$ cat config.mk
export PLATFORM = sky130hd
export DESIGN_NAME = adc_moving_avg_flat
export DESIGN_NICKNAME = d
export VERILOG_FILES = /design/src/rtl/adc_moving_avg_if.sv /design/src/rtl/adc_moving_avg.sv /design/src/flat_wrapper.sv
export SDC_FILE = /design/constraint.sdc
export NUM_CORES = 1
export LEC_CHECK = 0
export ABC_AREA = 1
export BUFFER_PORTS_ARGS = -buffer_cell sky130_fd_sc_hd__buf_2
export CORE_ASPECT_RATIO = 2
export CORE_MARGIN = 2
export CORE_UTILIZATION = 40
export DETAILED_ROUTE_END_ITERATION = 7
export PLACE_DENSITY = 0.55
export SETUP_SLACK_MARGIN = 0.2
export SKIP_CTS_REPAIR_TIMING = 1
export SLEW_MARGIN = 20
export SYNTH_ARGS = -nofsm -noshare
export SYNTH_HDL_FRONTEND = slang
export SYNTH_SLANG_ARGS = --single-unit
export TNS_END_PERCENT = 50
$ cat constraint.sdc
create_clock -name clk -period 3.7 [get_ports clk]
set_clock_uncertainty 0.15 [all_clocks]
set_input_delay 0.74 -clock clk [delete_from_list [all_inputs] [get_ports clk]]
set_output_delay 0.74 -clock clk [all_outputs]
set_load 0.05 [all_outputs]
$ cat src/rtl/adc_moving_avg_if.sv
// Sample stream in, averaged stream out, for the boxcar filter.
interface adc_moving_avg_if #(
  parameter int DATA_W = 16,
  parameter int LOG2_N = 3
);
  logic                     in_valid;
  logic [DATA_W-1:0]        in_data;
  logic                     clr;
  logic                     out_valid;
  logic [DATA_W-1:0]        out_avg;
  logic [DATA_W+LOG2_N-1:0] out_sum;
  logic                     filled;

  modport master (
    output in_valid, in_data, clr,
    input  out_valid, out_avg, out_sum, filled
  );

  modport slave (
    input  in_valid, in_data, clr,
    output out_valid, out_avg, out_sum, filled
  );
endinterface

$ cat src/rtl/adc_moving_avg.sv
// Boxcar moving-average filter over the last 2**LOG2_N ADC samples.
// Running sum is updated incrementally (sum + new - oldest) from a circular buffer.
module adc_moving_avg #(
  parameter int DATA_W      = 16,
  parameter int LOG2_N      = 3,
  parameter int ROUND       = 0,
  parameter int WARMUP_GATE = 0
) (
  input logic              clk,
  input logic              reset,
  adc_moving_avg_if.slave  bus
);
  localparam int N     = 1 << LOG2_N;
  localparam int SUM_W = DATA_W + LOG2_N;
  localparam logic [LOG2_N:0] N_CNT = (LOG2_N+1)'(N);
  localparam logic [SUM_W:0]  HALF  = (SUM_W+1)'(1) << (LOG2_N - 1);

  logic [DATA_W-1:0] mem_q [N];
  logic [LOG2_N-1:0] wp_q, wp_d;
  logic [LOG2_N:0]   cnt_q, cnt_d;
  logic [SUM_W-1:0]  sum_q, sum_d;
  logic              filled_q, filled_d;
  logic              acc_q, clr_q;
  logic              out_valid_q;
  logic [DATA_W-1:0] avg_q, avg_d;
  logic [SUM_W-1:0]  osum_q;

  logic              accept;
  logic [DATA_W-1:0] oldest;
  logic [DATA_W:0]   rnd_avg;

  // Window bookkeeping: clr wins over a same-cycle sample.
  always_comb begin
    accept = bus.in_valid && !bus.clr;
    oldest = filled_q ? mem_q[wp_q] : '0;
    sum_d  = sum_q;
    wp_d   = wp_q;
    cnt_d  = cnt_q;
    if (bus.clr) begin
      sum_d = '0;
      wp_d  = '0;
      cnt_d = '0;
    end else if (accept) begin
      sum_d = sum_q + SUM_W'(bus.in_data) - SUM_W'(oldest);
      wp_d  = wp_q + LOG2_N'(1);
      if (cnt_q != N_CNT) cnt_d = cnt_q + (LOG2_N+1)'(1);
    end
    filled_d = (cnt_d == N_CNT);
  end

  // Average of the current sum, truncated or rounded half up with saturation.
  always_comb begin
    rnd_avg = (DATA_W+1)'(({1'b0, sum_q} + HALF) >> LOG2_N);
    if (ROUND != 0) avg_d = rnd_avg[DATA_W] ? '1 : rnd_avg[DATA_W-1:0];
    else            avg_d = DATA_W'(sum_q >> LOG2_N);
  end

  // Sample buffer; contents need no reset since the fill count masks stale slots.
  always_ff @(posedge clk) begin
    if (accept) mem_q[wp_q] <= bus.in_data;
  end

  // Window state plus a one-cycle-late output stage fed from the registered sum.
  // A clr is also delayed one cycle so a sample accepted just before it still emits.
  always_ff @(posedge clk or negedge reset) begin
    if (!reset) begin
      sum_q       <= '0;
      wp_q        <= '0;
      cnt_q       <= '0;
      filled_q    <= 1'b0;
      acc_q       <= 1'b0;
      clr_q       <= 1'b0;
      out_valid_q <= 1'b0;
      avg_q       <= '0;
      osum_q      <= '0;
    end else begin
      sum_q       <= sum_d;
      wp_q        <= wp_d;
      cnt_q       <= cnt_d;
      filled_q    <= filled_d;
      acc_q       <= accept;
      clr_q       <= bus.clr;
      out_valid_q <= acc_q && ((WARMUP_GATE == 0) || filled_q);
      if (acc_q || clr_q) begin
        osum_q <= sum_q;
        avg_q  <= avg_d;
      end
    end
  end

  assign bus.out_valid = out_valid_q;
  assign bus.out_avg   = avg_q;
  assign bus.out_sum   = osum_q;
  assign bus.filled    = filled_q;
endmodule

$ cat src/flat_wrapper.sv
// flat-port wrapper written by rule: the top's interface ports become plain ports
module adc_moving_avg_flat 
#(
  parameter int DATA_W      = 16,
  parameter int LOG2_N      = 3,
  parameter int ROUND       = 0,
  parameter int WARMUP_GATE = 0
)
  (clk, reset, bus_in_valid, bus_in_data, bus_clr, bus_out_valid, bus_out_avg, bus_out_sum, bus_filled);
  adc_moving_avg_if #(.DATA_W(DATA_W), .LOG2_N(LOG2_N)) bus_i ();
  input logic clk;
  input logic reset;
  input wire logic [$bits(bus_i.in_valid)-1:0] bus_in_valid;
  input wire logic [$bits(bus_i.in_data)-1:0] bus_in_data;
  input wire logic [$bits(bus_i.clr)-1:0] bus_clr;
  output wire logic [$bits(bus_i.out_valid)-1:0] bus_out_valid;
  output wire logic [$bits(bus_i.out_avg)-1:0] bus_out_avg;
  output wire logic [$bits(bus_i.out_sum)-1:0] bus_out_sum;
  output wire logic [$bits(bus_i.filled)-1:0] bus_filled;
  assign bus_i.in_valid = bus_in_valid;
  assign bus_i.in_data = bus_in_data;
  assign bus_i.clr = bus_clr;
  assign bus_out_valid = bus_i.out_valid;
  assign bus_out_avg = bus_i.out_avg;
  assign bus_out_sum = bus_i.out_sum;
  assign bus_filled = bus_i.filled;
  adc_moving_avg #(.DATA_W(DATA_W), .LOG2_N(LOG2_N), .ROUND(ROUND), .WARMUP_GATE(WARMUP_GATE)) u_core (.clk(clk), .reset(reset), .bus(bus_i));
endmodule
* After elaboration in Yosys (flattened, before gate mapping)
Memory sizes are Yosys's and may differ from the RTL's.
Index checks and enable logic that the tools add are counted.
** Storage, ports and cells
- Output and inout bits :: 37
- Memories kept :: 1
- Bits in writable memories :: 128
- Bits in registers :: 65
- Bits of input ports :: 20
- Word-level logic and storage cells :: 30
** Operators by class
- Reductions and logical operators :: 4
- $add $sub $neg :: 4
- Equality and inequality tests :: 2
- Mux-type cells :: 10
** Memory list
- u_core.mem_q :: words 8, width 16, rd ports 1, clocked after Yosys merged registers in 0, wr ports 1, line adc_moving_avg.sv:18 : logic [DATA_W-1:0] mem_q [N];
** Operators by type and width (count)
- $mux 19 :: 2
- $add 19x16->19 :: 1
- $sub 19x16->19 :: 1
- $mux 16 :: 1
- $mux 4 :: 3
- $mux 3 :: 2
- $add 4x1->4 const B :: 1
- $eq 4x4->1 const B :: 1
- $ne 4x4->1 const B :: 1
- $add 3x1->3 const B :: 1
- $mux 1 :: 2
- $reduce_bool 2->1 :: 1
- $logic_and 1x1->1 :: 1
- $logic_not 1->1 :: 1
- $logic_or 1x1->1 :: 1

* Depth between registers and ports, before layout
Gate-level depths: netlist (run 1).
- Word-level depth :: 5
- Gate-level depth with buffers :: 20
- Mapped depth without buffers :: 19

* Worst setup path before layout (run 1)
Ideal clock, no wire load.
- Kind :: register to register
- Start :: reg u_core.wp_q[0]
- End :: reg u_core.sum_q[16]
- Path buffers :: 2
- Required time :: 3432 ps
- Data arrival time :: 2725 ps
- Setup slack :: 707 ps
- Library setup time :: 118 ps
- Period minus slack after synthesis :: 2993 ps
- Cell stages (with the launch flop) :: 16
- Cells stage by stage :: dfrtp_1 inv_2 buf_2 clkbuf_1 o21ai_1 a41oi_1 fa_1 fa_1 o21ai_1 nand2_1 nand2_1 nand2_1 nand2_1 nand2_1 nand3_1 nand2_1
** On the way
- Cells in the longest elaborated chain, start to end :: 5
** RTL lines
- start: declaration :: line adc_moving_avg.sv:19 : logic [LOG2_N-1:0] wp_q, wp_d;
- start signal: assignment :: line adc_moving_avg.sv:78 : wp_q <= wp_d;
- $mem_v2 8x16
- $mux 16 :: line adc_moving_avg.sv:35 : oldest = filled_q ? mem_q[wp_q] : '0;
- $sub 19x16->19 :: line adc_moving_avg.sv:44 : sum_d = sum_q + SUM_W'(bus.in_data) - SUM_W'(oldest);
- $mux 19 :: line adc_moving_avg.sv:43 : end else if (accept) begin
- $mux 19 :: line adc_moving_avg.sv:39 : if (bus.clr) begin
- end signal: assignment :: line adc_moving_avg.sv:77 : sum_q <= sum_d;
- end: declaration :: line adc_moving_avg.sv:21 : logic [SUM_W-1:0] sum_q, sum_d;
No other way between the ends. The select of a mux whose other input is x is not followed.
A chain may end at the register's enable or synchronous reset.

* Worst setup path after layout (run 1)
- Start :: reg u_core.wp_q[1]
- End :: reg u_core.sum_q[17]
Same word-level chain as after synthesis.

==> results of run 1 <==
[critical path, cell delays in order (launching register included)]
cell and delay [ns]:
dfrtp_1 0.38, buf_4 0.15, nand2_1 0.11, buf_12 0.17, nor2_1 0.06, o21ai_1 0.10
a41oi_2 0.18, fa_1 0.51, inv_1 0.04, ha_2 0.36, nand2_1 0.14, nor2_4 0.18
nand3_1 0.15, nand3_1 0.13, buf_4 0.14, nand2_1 0.07, nand2_1 0.07, nand2_1 0.04
nand3_1 0.06, nand2_1 0.05
[worst max-delay path by stage]
stage	end	slack, ns	startpoint	depth (start not counted)
floorplan	u_core.sum_q[16]	0.71	u_core.wp_q[0]	15
global placement	u_core.sum_q[17]	0.24	u_core.wp_q[1]	19
detailed placement	u_core.sum_q[17]	0.20	u_core.wp_q[1]	20
CTS	u_core.sum_q[17]	0.20	u_core.wp_q[1]	20
global route	u_core.sum_q[18]	0.19	u_core.wp_q[0]	17
finish	u_core.sum_q[17]	0.33	u_core.wp_q[1]	19
[cell families after synthesis]
family,count (synthesis),synth area share (%)
xor+xnor,1,0.1038
fa+ha+maj,38,7.059
flops,177,60.09
simple gates,338,15.87
compound gates,143,9.388
buf+inv,145,7.356
mux,1,0.1335
[routing by layer]
| metal | track usage [%] | vias up | share of wire, % |
|---|---|---|---|
| met5 | 0 | - | 0 |
| met4 | 10.57 | 0 | 4.6 |
| met3 | 3.354 | 53 | 3.2 |
| met2 | 36.70 | 142 | 55 |
| met1 | 20.63 | 2884 | 37 |
| li1 | - | 2909 | - |
[area by class of cell]
| cell class | count | area, um2 | share of cell area (%) |
|---|---|---|---|
| multi-input combinational | 521 | 2910 | 29.65 |
| sequential | 177 | 5071 | 51.66 |
| clock buffer | 17 | 425.4 | 4.333 |
| clock inverter | 14 | 116.4 | 1.185 |
| inverter | 104 | 390.4 | 3.977 |
| tap | 269 | 336.6 | 3.428 |
| timing repair buffer | 87 | 566.8 | 5.774 |
[Yosys cell counts, types with 2 or more instances]
cell type / instances / area share (%)
clkbuf_1: 12 / 0.53
o21ai_0: 54 / 3.2
buf_2: 13 / 0.77
nand3b_1: 5 / 0.44
inv_1: 94 / 4.2
nand2_1: 135 / 6.0
nand3_1: 21 / 1.2
nor3_1: 3 / 0.18
inv_2: 10 / 0.44
o21ai_1: 43 / 2.6
nor2_1: 167 / 7.4
nand4_1: 2 / 0.15
a21oi_1: 20 / 1.2
dfrtp_1: 49 / 15
edfxtp_1: 128 / 46
ha_1: 22 / 3.3
buf_4: 16 / 1.4
a41oi_1: 15 / 1.6
o22ai_1: 8 / 0.59
fa_1: 16 / 3.8
[stage by stage]
stage	power (mW)	std cells	setup WS [ns]	instance area (um2)	utilization, %
after floorplan	3.937	843	0.7071	8437	-
after detailed placement	4.448	1157	0.1990	9102	43.69
after global placement	4.429	1157	0.2356	9102	43.69
final	6.212	1189	0.3349	9817	47.12
after global routing	6.563	1189	0.1923	9817	47.12
after CTS	6.145	1188	0.1997	9644	46.29
[power by group]
group	total [mW]	switching, mW	internal, mW	leakage [nW]
logic	2.16	1.51	0.649	2.04
clock network	1.69	0.772	0.918	0.261
registers	2.36	0.0839	2.28	1.80
total	6.21	2.36	3.85	4.10
[state kept, by name (all words and copies together) (netlist names), 3 cells and up]
register / cells
u_core.bus.out_sum: 18
u_core.cnt_q: 4
u_core.mem_q: 128
u_core.sum_q: 19
u_core.wp_q: 3
==> results by group, run 1 <==
STA
  – Worst Tran Pin Value: approximately 0.9 ns
  – Final hold vios: 0
  – Max Freq: about 0.30 GHz
  – Setup TNS: 0 ns
  – RSZ-0062 raised after global routing: yes
  – Slew Viols, Final: 0
  – Slew HR: approximately two fifths
  – Final setup viols: 0
  – Minimum clock period: 3.365 ns
  – Worst hold margin: between 0.2 and 0.3 ns
  – Final Cycle Share: 90.95%

Outcome
  – Status: finished, final reports clean

Floorplan
  – I/O Pins: 57
  – Die height: approximately 210 um
  – Starting Density: about two fifths
  – FP Rows: 75
  – Area of the core: around 0.021 mm2
  – Die Width: about 110 um
  – Full die area: between 0.02 and 0.025 mm2

Worst hold path
  – Hold WC Path Type: flip-flop to flip-flop
  – Hold depth: 0
  – Hold EP: u_core.bus.out_valid
  – Hold path start: u_core.acc_q

Critical path
  – Reg2reg setup slack: roughly 0.33 ns
  – RR Startpoint: u_core.wp_q[1]
  – Worst reg2reg path endpoint: u_core.sum_q[17]
  – Worst Setup Start Kind: flip-flop
  – CP Capture Type: flip-flop
  – Critical Path AT: around 3.6 ns
  – Required @ worst endpoint: approximately 3.9 ns
  – Setup CP Type: flip-flop to flip-flop
  – Worst Path Max Fanout: 18
  – Worst R2R Path Depth: 19

Routing
  – Post-route ant nets: 0
  – DRT Pass-1 Iters: 5
  – Routed WL: ~21 mm
  – Detailed-route via count: approximately 6.0k
  – Drt wl/cell: 17.73 um
  – Iteration-0 DRC Markers: around 350
  – DRC Markers: 0
  – Via/cell ratio: ~5.0

Synth
  – Syn nets: about 900
  – Yosys cell types: 30
  – Average size of a mapped cell: approximately 10 um2
  – Flops & latches, synth: 177
  – Main synth FF type: edfxtp_1
  – Async set-or-reset flop fraction in the synthesized netlist: about 28%
  – Syn Inst Count: about 840
  – Post-synthesis sequential area ratio: between 60% and 70%
  – Yosys warning total: 0
  – Synthesized area: between 0.008 and 0.009 mm2
  – Post-synth EDFFs: 128

Pwr
  – Lkg Pwr: 4.101 nW
  – Worst IR Drop VDD: 281.7 uV
  – Cell area power density: approximately 630 mW/mm2

Final layout
  – Number of antenna diodes: 0
  – Share of layout cells above drive strength 1: approximately 17%
  – Most frequent cells in the layout: 164 x nor2_1, 132 x nand2_1, 128 x edfxtp_1, 94 x inv_1, 56 x buf_2
  – Synth-to-layout area growth: 16.36%
  – Commonest non-fill, non-tap cell in the layout: nor2_1
  – Filler cells: 2013
  – Nets@finish: roughly 970

Clock tree
  – Clock Path Buffers: 2
  – CTS H-tree lvls: 4
  – Clk root buf: clkbuf_16
  – CTS tree: yes
  – CTS Buf Count: 17
  – Clock sinks: approximately 180
  – Clock transition at path regs: ~0.070 ns
  – Clk Latency, worst-skew pair: ~0.44 ns

Run
  – Max-cap violations: 0

Global routing
  – Largest net degree at the start of global routing: 56
  – Antenna violations before repair: 0
  – Grt ovf: 0
  – Vias in the first global route: 6008
  – Tot GR Track Use: 19.72%
  – First-pass GRT wire length: 32.42 mm

Place
  – Port bufs: 56
  – Routability congestion estimate: roughly 0.98
  – DP HPWL: around 15 mm
Power figures use the tool's default switching activity.
==> inputs of run 2 (changes only) <==
==> constraint.sdc (replaced) <==
create_clock -name clk -period 3.9 [get_ports clk]
set_clock_uncertainty 0.15 [all_clocks]
set_input_delay 0.78 -clock clk [delete_from_list [all_inputs] [get_ports clk]]
set_output_delay 0.78 -clock clk [all_outputs]
set_load 0.05 [all_outputs]
==> run 2 against run 1 <==
  * Worst hold slack worse by 0.0087 ns
  * Global-route usage down 0.22 points
  * Critical path depth down 2
  * Design area down 1.2%
  * Die area unchanged
  * Cell count down 0.25%
  * Total power down 5.3%
  * Combinational power down 12%
  * Critical endpoint is now u_core.sum_q[11]
  * Largest power group unchanged
  * Highest routed layer unchanged
==> results by group, run 2 (synthesis results as in run 1) <==
Outcome
  – Status: finished, final reports clean

Critical path
  – Worst Path Max Fanout: 10
  – Cell breakdown of the critical path: inv_2 -> nand2_2 -> buf_4 -> nor2_1 -> o21ai_0 -> a41oi_1 -> fa_1 -> inv_1 -> ha_1 -> a21oi_1 -> nor2_1 -> nor2_1 -> nand2_1 -> nand2_1 -> nand3b_1 -> nand3_1 -> nand2_1
  – RR Startpoint: u_core.wp_q[1]
  – Crit path max-delay family: simple AND/OR/NAND/NOR gates
  – WP buf/inv: 3
  – Worst Setup Start Kind: flip-flop
  – Setup CP Type: flip-flop to flip-flop
  – Max incr delay on CP: 0.48 ns
  – Critical Path AT: ~3.7 ns
  – Slowest stage cell on the critical path: fa_1
  – CP Capture Type: flip-flop
  – Reg2reg setup slack: 0.34 ns
  – Worst reg2reg path endpoint: u_core.sum_q[11]
  – Worst R2R Path Depth: 17
  – Required @ worst endpoint: between 4 and 5 ns

Floorplan
  – Die Width: 106.7 um
  – FP Rows: 75
  – Die height: 209.4 um
  – I/O Pins: 57
  – Starting Density: around 40%
  – Area of the core: about 0.021 mm2
  – Full die area: 0.02234 mm2

Pwr
  – Lkg Pwr: 4.091 nW
  – Overall power: 5.880 mW
  – Worst IR Drop VDD: 245.0 uV
  – Cell area power density: a little over 600 mW/mm2

Run
  – Max-cap violations: 0

STA
  – Minimum clock period: 3.556 ns
  – Worst Tran Pin Value: between 0.7 and 0.8 ns
  – Final hold vios: 0
  – RSZ-0062 raised after global routing: yes
  – Slew Viols, Final: 0
  – Final Cycle Share: 91.18%
  – Slew HR: 49.48%
  – Max Freq: 0.2812 GHz
  – Worst hold margin: 0.2477 ns
  – Final setup viols: 0

Clock tree
  – Clock Path Buffers: 2
  – CTS H-tree lvls: 4
  – CTS tree: yes
  – Clock sinks: 177
  – Clk root buf: clkbuf_16
  – Clock transition at path regs: approximately 0.07 ns
  – CTS Buf Count: 17
  – Clk Latency, worst-skew pair: around 0.44 ns

Final layout
  – Synth-to-layout area growth: 14.92%
  – Number of antenna diodes: 0
  – Area of the multi-input gates: about 0.0028 mm2
  – Share of layout cells above drive strength 1: between 10% and 20%
  – Nets@finish: 962
  – Storage element area: about 0.005 mm2
  – Filler cells: slightly above 2k
  – Most frequent cells in the layout: 165 x nor2_1, 133 x nand2_1, 128 x edfxtp_1, 94 x inv_1, 56 x buf_2
  – Final core utilization: a little under half
  – Commonest non-fill, non-tap cell in the layout: nor2_1
  – Max reg flops: 128
  – Largest register by flop count: u_core.mem_q

Global routing
  – Largest net degree at the start of global routing: 38
  – Tot GR Track Use: between 10% and 20%
  – Grt ovf: 0
  – Vias in the first global route: between 5k and 6k
  – Antenna violations before repair: 0
  – First-pass GRT wire length: approximately 32 mm

Place
  – Routability congestion estimate: 0.9607
  – Port bufs: 56
  – DP HPWL: between 15 and 20 mm

Routing
  – DRT Pass-1 Iters: 4
  – Via/cell ratio: 4.976
  – Detailed-route via count: roughly 6k
  – Routed WL: about 21 mm
  – Iteration-0 DRC Markers: 290
  – Drt wl/cell: 17.39 um
  – DRC Markers: 0
  – Post-route ant nets: 0

Worst hold path
  – Hold WC Path Type: input port to async pin
## run 2: cell count changes in the layout (fill, tap and decap cells not counted), sizes merged
cell	previous run	this run
buf	87	83
clkinv	7	4
bufinv	1	3
clkbuf	17	19
## run 2: worst max path at each step
stage / cells past startpoint / start / to
after global routing: 17 / u_core.wp_q[1] / u_core.sum_q[17]
after detailed placement: 17 / u_core.wp_q[1] / u_core.sum_q[17]
final: 17 / u_core.wp_q[1] / u_core.sum_q[11]
after CTS: 17 / u_core.wp_q[1] / u_core.sum_q[17]
after floorplan: 15 / u_core.wp_q[0] / u_core.sum_q[16]
after global placement: 17 / u_core.wp_q[1] / u_core.sum_q[17]
## run 2: layout make-up
| class | count | share of cell area [%] |
|---|---|---|
| Clock inverter | 13 | 1.626 |
| Timing Repair Buffer | 83 | 5.407 |
| Multi-Input combinational cell | 521 | 28.67 |
| Inverter | 104 | 4.052 |
| Tap cell | 269 | 3.471 |
| Clock buffer | 19 | 4.465 |
| Sequential cell | 177 | 52.30 |
## run 2: metal layers
layer  part of all wire (%)  global-route usage, %  up-vias
met1                     38                  20.65     2853
li1                       -                      -     2902
met5                      0                      0        -
met4                    3.3                  8.688        0
met3                    2.8                  3.758       38
met2                     56                  36.57      108
## run 2: stage by stage
stage          worst slack (ns)  area (um2)   TNS (ns)  instances
2_1_floorplan            0.9071        8437          0        843
3_3_place_gp           -0.01489        9067   -0.01489       1154
3_5_place_dp          -0.007504        9067  -0.007504       1154
4_1_cts                -0.03636        9658   -0.03636       1186
5_1_grt                  0.1872        9696          0       1186
6_report                 0.3440        9696          0       1186
## run 2: where the power goes
group          switching, mW  internal [mW]  total [mW]
Combinational           1.38          0.533        1.91
Sequential            0.0769           2.16        2.24
Clock                  0.723           1.01        1.73
Total                   2.18           3.70        5.88
==> inputs of run 3 (changes only) <==
--- a/config.mk
+++ b/config.mk
@@ -9,9 +9,9 @@
 export BUFFER_PORTS_ARGS = -buffer_cell sky130_fd_sc_hd__buf_2
 export CORE_ASPECT_RATIO = 2
 export CORE_MARGIN = 2
-export CORE_UTILIZATION = 40
+export CORE_UTILIZATION = 55
 export DETAILED_ROUTE_END_ITERATION = 7
-export PLACE_DENSITY = 0.55
+export PLACE_DENSITY = 0.72
 export SETUP_SLACK_MARGIN = 0.2
 export SKIP_CTS_REPAIR_TIMING = 1
 export SLEW_MARGIN = 20
==> run 3 against run 2 <==
  * Routed wire length down 6.4%
  * Die area is 27% lower
  * First-iteration DRC count increased by 74%
  * Critical path type unchanged
==> results by group, run 3 (synthesis results as in run 1) <==
Routing
  – Drt wl/cell: roughly 17 um
  – Via/cell ratio: ~5.5
  – Detailed-route via count: ~6.1k
  – Iteration-0 DRC Markers: 506
  – Post-route ant nets: 0
  – Routed WL: ~19 mm
  – DRT Pass-1 Iters: 5
  – DRC Markers: 0

Global routing
  – Tot GR Track Use: 24.70%
  – Antenna violations before repair: 0
  – First-pass GRT wire length: ~31 mm
  – Grt ovf: 0
  – Largest net degree at the start of global routing: 50
  – Vias in the first global route: ~6k

Floorplan
  – Starting Density: a little under three fifths
  – Die height: around 180 um
  – Full die area: roughly 0.016 mm2
  – FP Rows: between 60 and 70
  – I/O Pins: 57
  – Die Width: roughly 92 um
  – Area of the core: about 0.015 mm2

Final layout
  – Commonest non-fill, non-tap cell in the layout: nor2_1
  – Filler cells: between 1k and 1.5k
  – Number of antenna diodes: 0
  – Area of the multi-input gates: 0.002749 mm2
  – Post-route cell area: between 0.009 and 0.01 mm2
  – Largest register by flop count: u_core.mem_q
  – Synth-to-layout area growth: 12.92%
  – Post-Layout Cell Count: around 1.1k
  – Most frequent cells in the layout: 166 x nor2_1, 135 x nand2_1, 128 x edfxtp_1, 94 x inv_1, 55 x buf_2
  – Share of layout cells above drive strength 1: around 14%
  – Nets@finish: between 900 and 1k
  – Max reg flops: 128
  – Final core utilization: a little over three fifths
  – Storage element area: about 0.005 mm2

STA
  – Final hold vios: 0
  – Final setup viols: 0
  – Slew HR: 50.53%
  – Setup ws final: 0.5082 ns
  – Minimum clock period: 3.392 ns
  – Setup TNS: 0 ns
  – Final Cycle Share: 86.97%
  – Slew Viols, Final: 0
  – Worst hold margin: between 0.2 and 0.25 ns
  – Worst Tran Pin Value: approximately 0.74 ns
  – RSZ-0062 raised after global routing: no
  – Max Freq: approximately 0.29 GHz

Clock tree
  – CTS H-tree lvls: 4
  – CTS Buf Count: 17
  – CTS tree: yes
  – Clock transition at path regs: 0.07 ns
  – Clock sinks: 177
  – Clk root buf: clkbuf_16
  – Clock Path Buffers: 2
  – Clk Latency, worst-skew pair: 0.44 ns

Critical path
  – Cell breakdown of the critical path: buf_4 -> nor2_1 -> nor2_1 -> o21ai_0 -> a41oi_1 -> fa_1 -> inv_1 -> ha_1 -> a21oi_1 -> nand2_1 -> nand2_1 -> nand3_1 -> nand2_1 -> nand3_1 -> nand3_1 -> nand2_1
  – Critical Path AT: 3.57 ns
  – Most frequent CP cell: nand2_1
  – CP Capture Type: flip-flop
  – Crit path max-delay family: simple AND/OR/NAND/NOR gates
  – Setup CP Type: flip-flop to flip-flop
  – Max incr delay on CP: slightly below 0.5 ns
  – Slowest stage cell on the critical path: fa_1
  – Worst Setup Start Kind: flip-flop
  – Worst Path Max Fanout: 21
  – WP buf/inv: 2
  – Required @ worst endpoint: between 4 and 5 ns

Place
  – Port bufs: 56
  – Dpl ws: around 0.47 ns
  – Placed cells: about 1.1k
  – Routability congestion estimate: between 0.9 and 1
  – Post-Place Cell Area: between 0.008 and 0.009 mm2
  – DP HPWL: around 13 mm

Pwr
  – Worst IR Drop VDD: around 640 uV
  – Lkg Pwr: 4.070 nW
  – Cell area power density: just over 600 mW/mm2
  – Overall power: about 6 mW

Outcome
  – Status: finished, final reports clean

Run
  – Max-cap violations: 0

Worst hold path
  – Hold WC Path Type: input port to async pin
run 3: power by group:
| part | total [mW] | internal (mW) | switching, mW |
|---|---|---|---|
| clock network | 1.75 | 0.928 | 0.822 |
| registers | 2.24 | 2.16 | 0.0760 |
| logic | 1.86 | 0.521 | 1.34 |
| total | 5.85 | 3.61 | 2.24 |
run 3: path summary, 6_finish.rpt:
check / startpoint / to / slack [ns] / cells after the start
setup / recovery: u_core.wp_q[0] / u_core.sum_q[18] / 0.51 / 16
hold / removal: reset / u_core.sum_q[0] / 0.22 / 1
max in group asynchronous: reset / u_core.wp_q[0] / 2.92 / 1
hold reg to reg: u_core.acc_q / u_core.bus.out_valid / 0.25 / 0
setup reg to reg: u_core.wp_q[0] / u_core.sum_q[18] / 0.51 / 16
min in group clk: u_core.acc_q / u_core.bus.out_valid / 0.25 / 0
run 3: final cells by class:
class / instances / area share, %
multi-input cells: 521 / 28.85
clock inverters: 15 / 1.931
inverters: 104 / 4.098
repair buffers: 79 / 4.820
flip-flops and latches: 177 / 53.23
well taps: 198 / 2.600
clock buffers: 17 / 4.465
run 3: routing by layer:
layer	part of all wire, %	routed length (um)	vias to the layer above	global-route usage [%]
li1	-	-	2896	-
met1	38	7387	2873	29.44
met2	53	10150	231	43.81
met3	5.3	1029	55	3.993
met4	3.8	731	0	10.86
met5	0	0	-	0
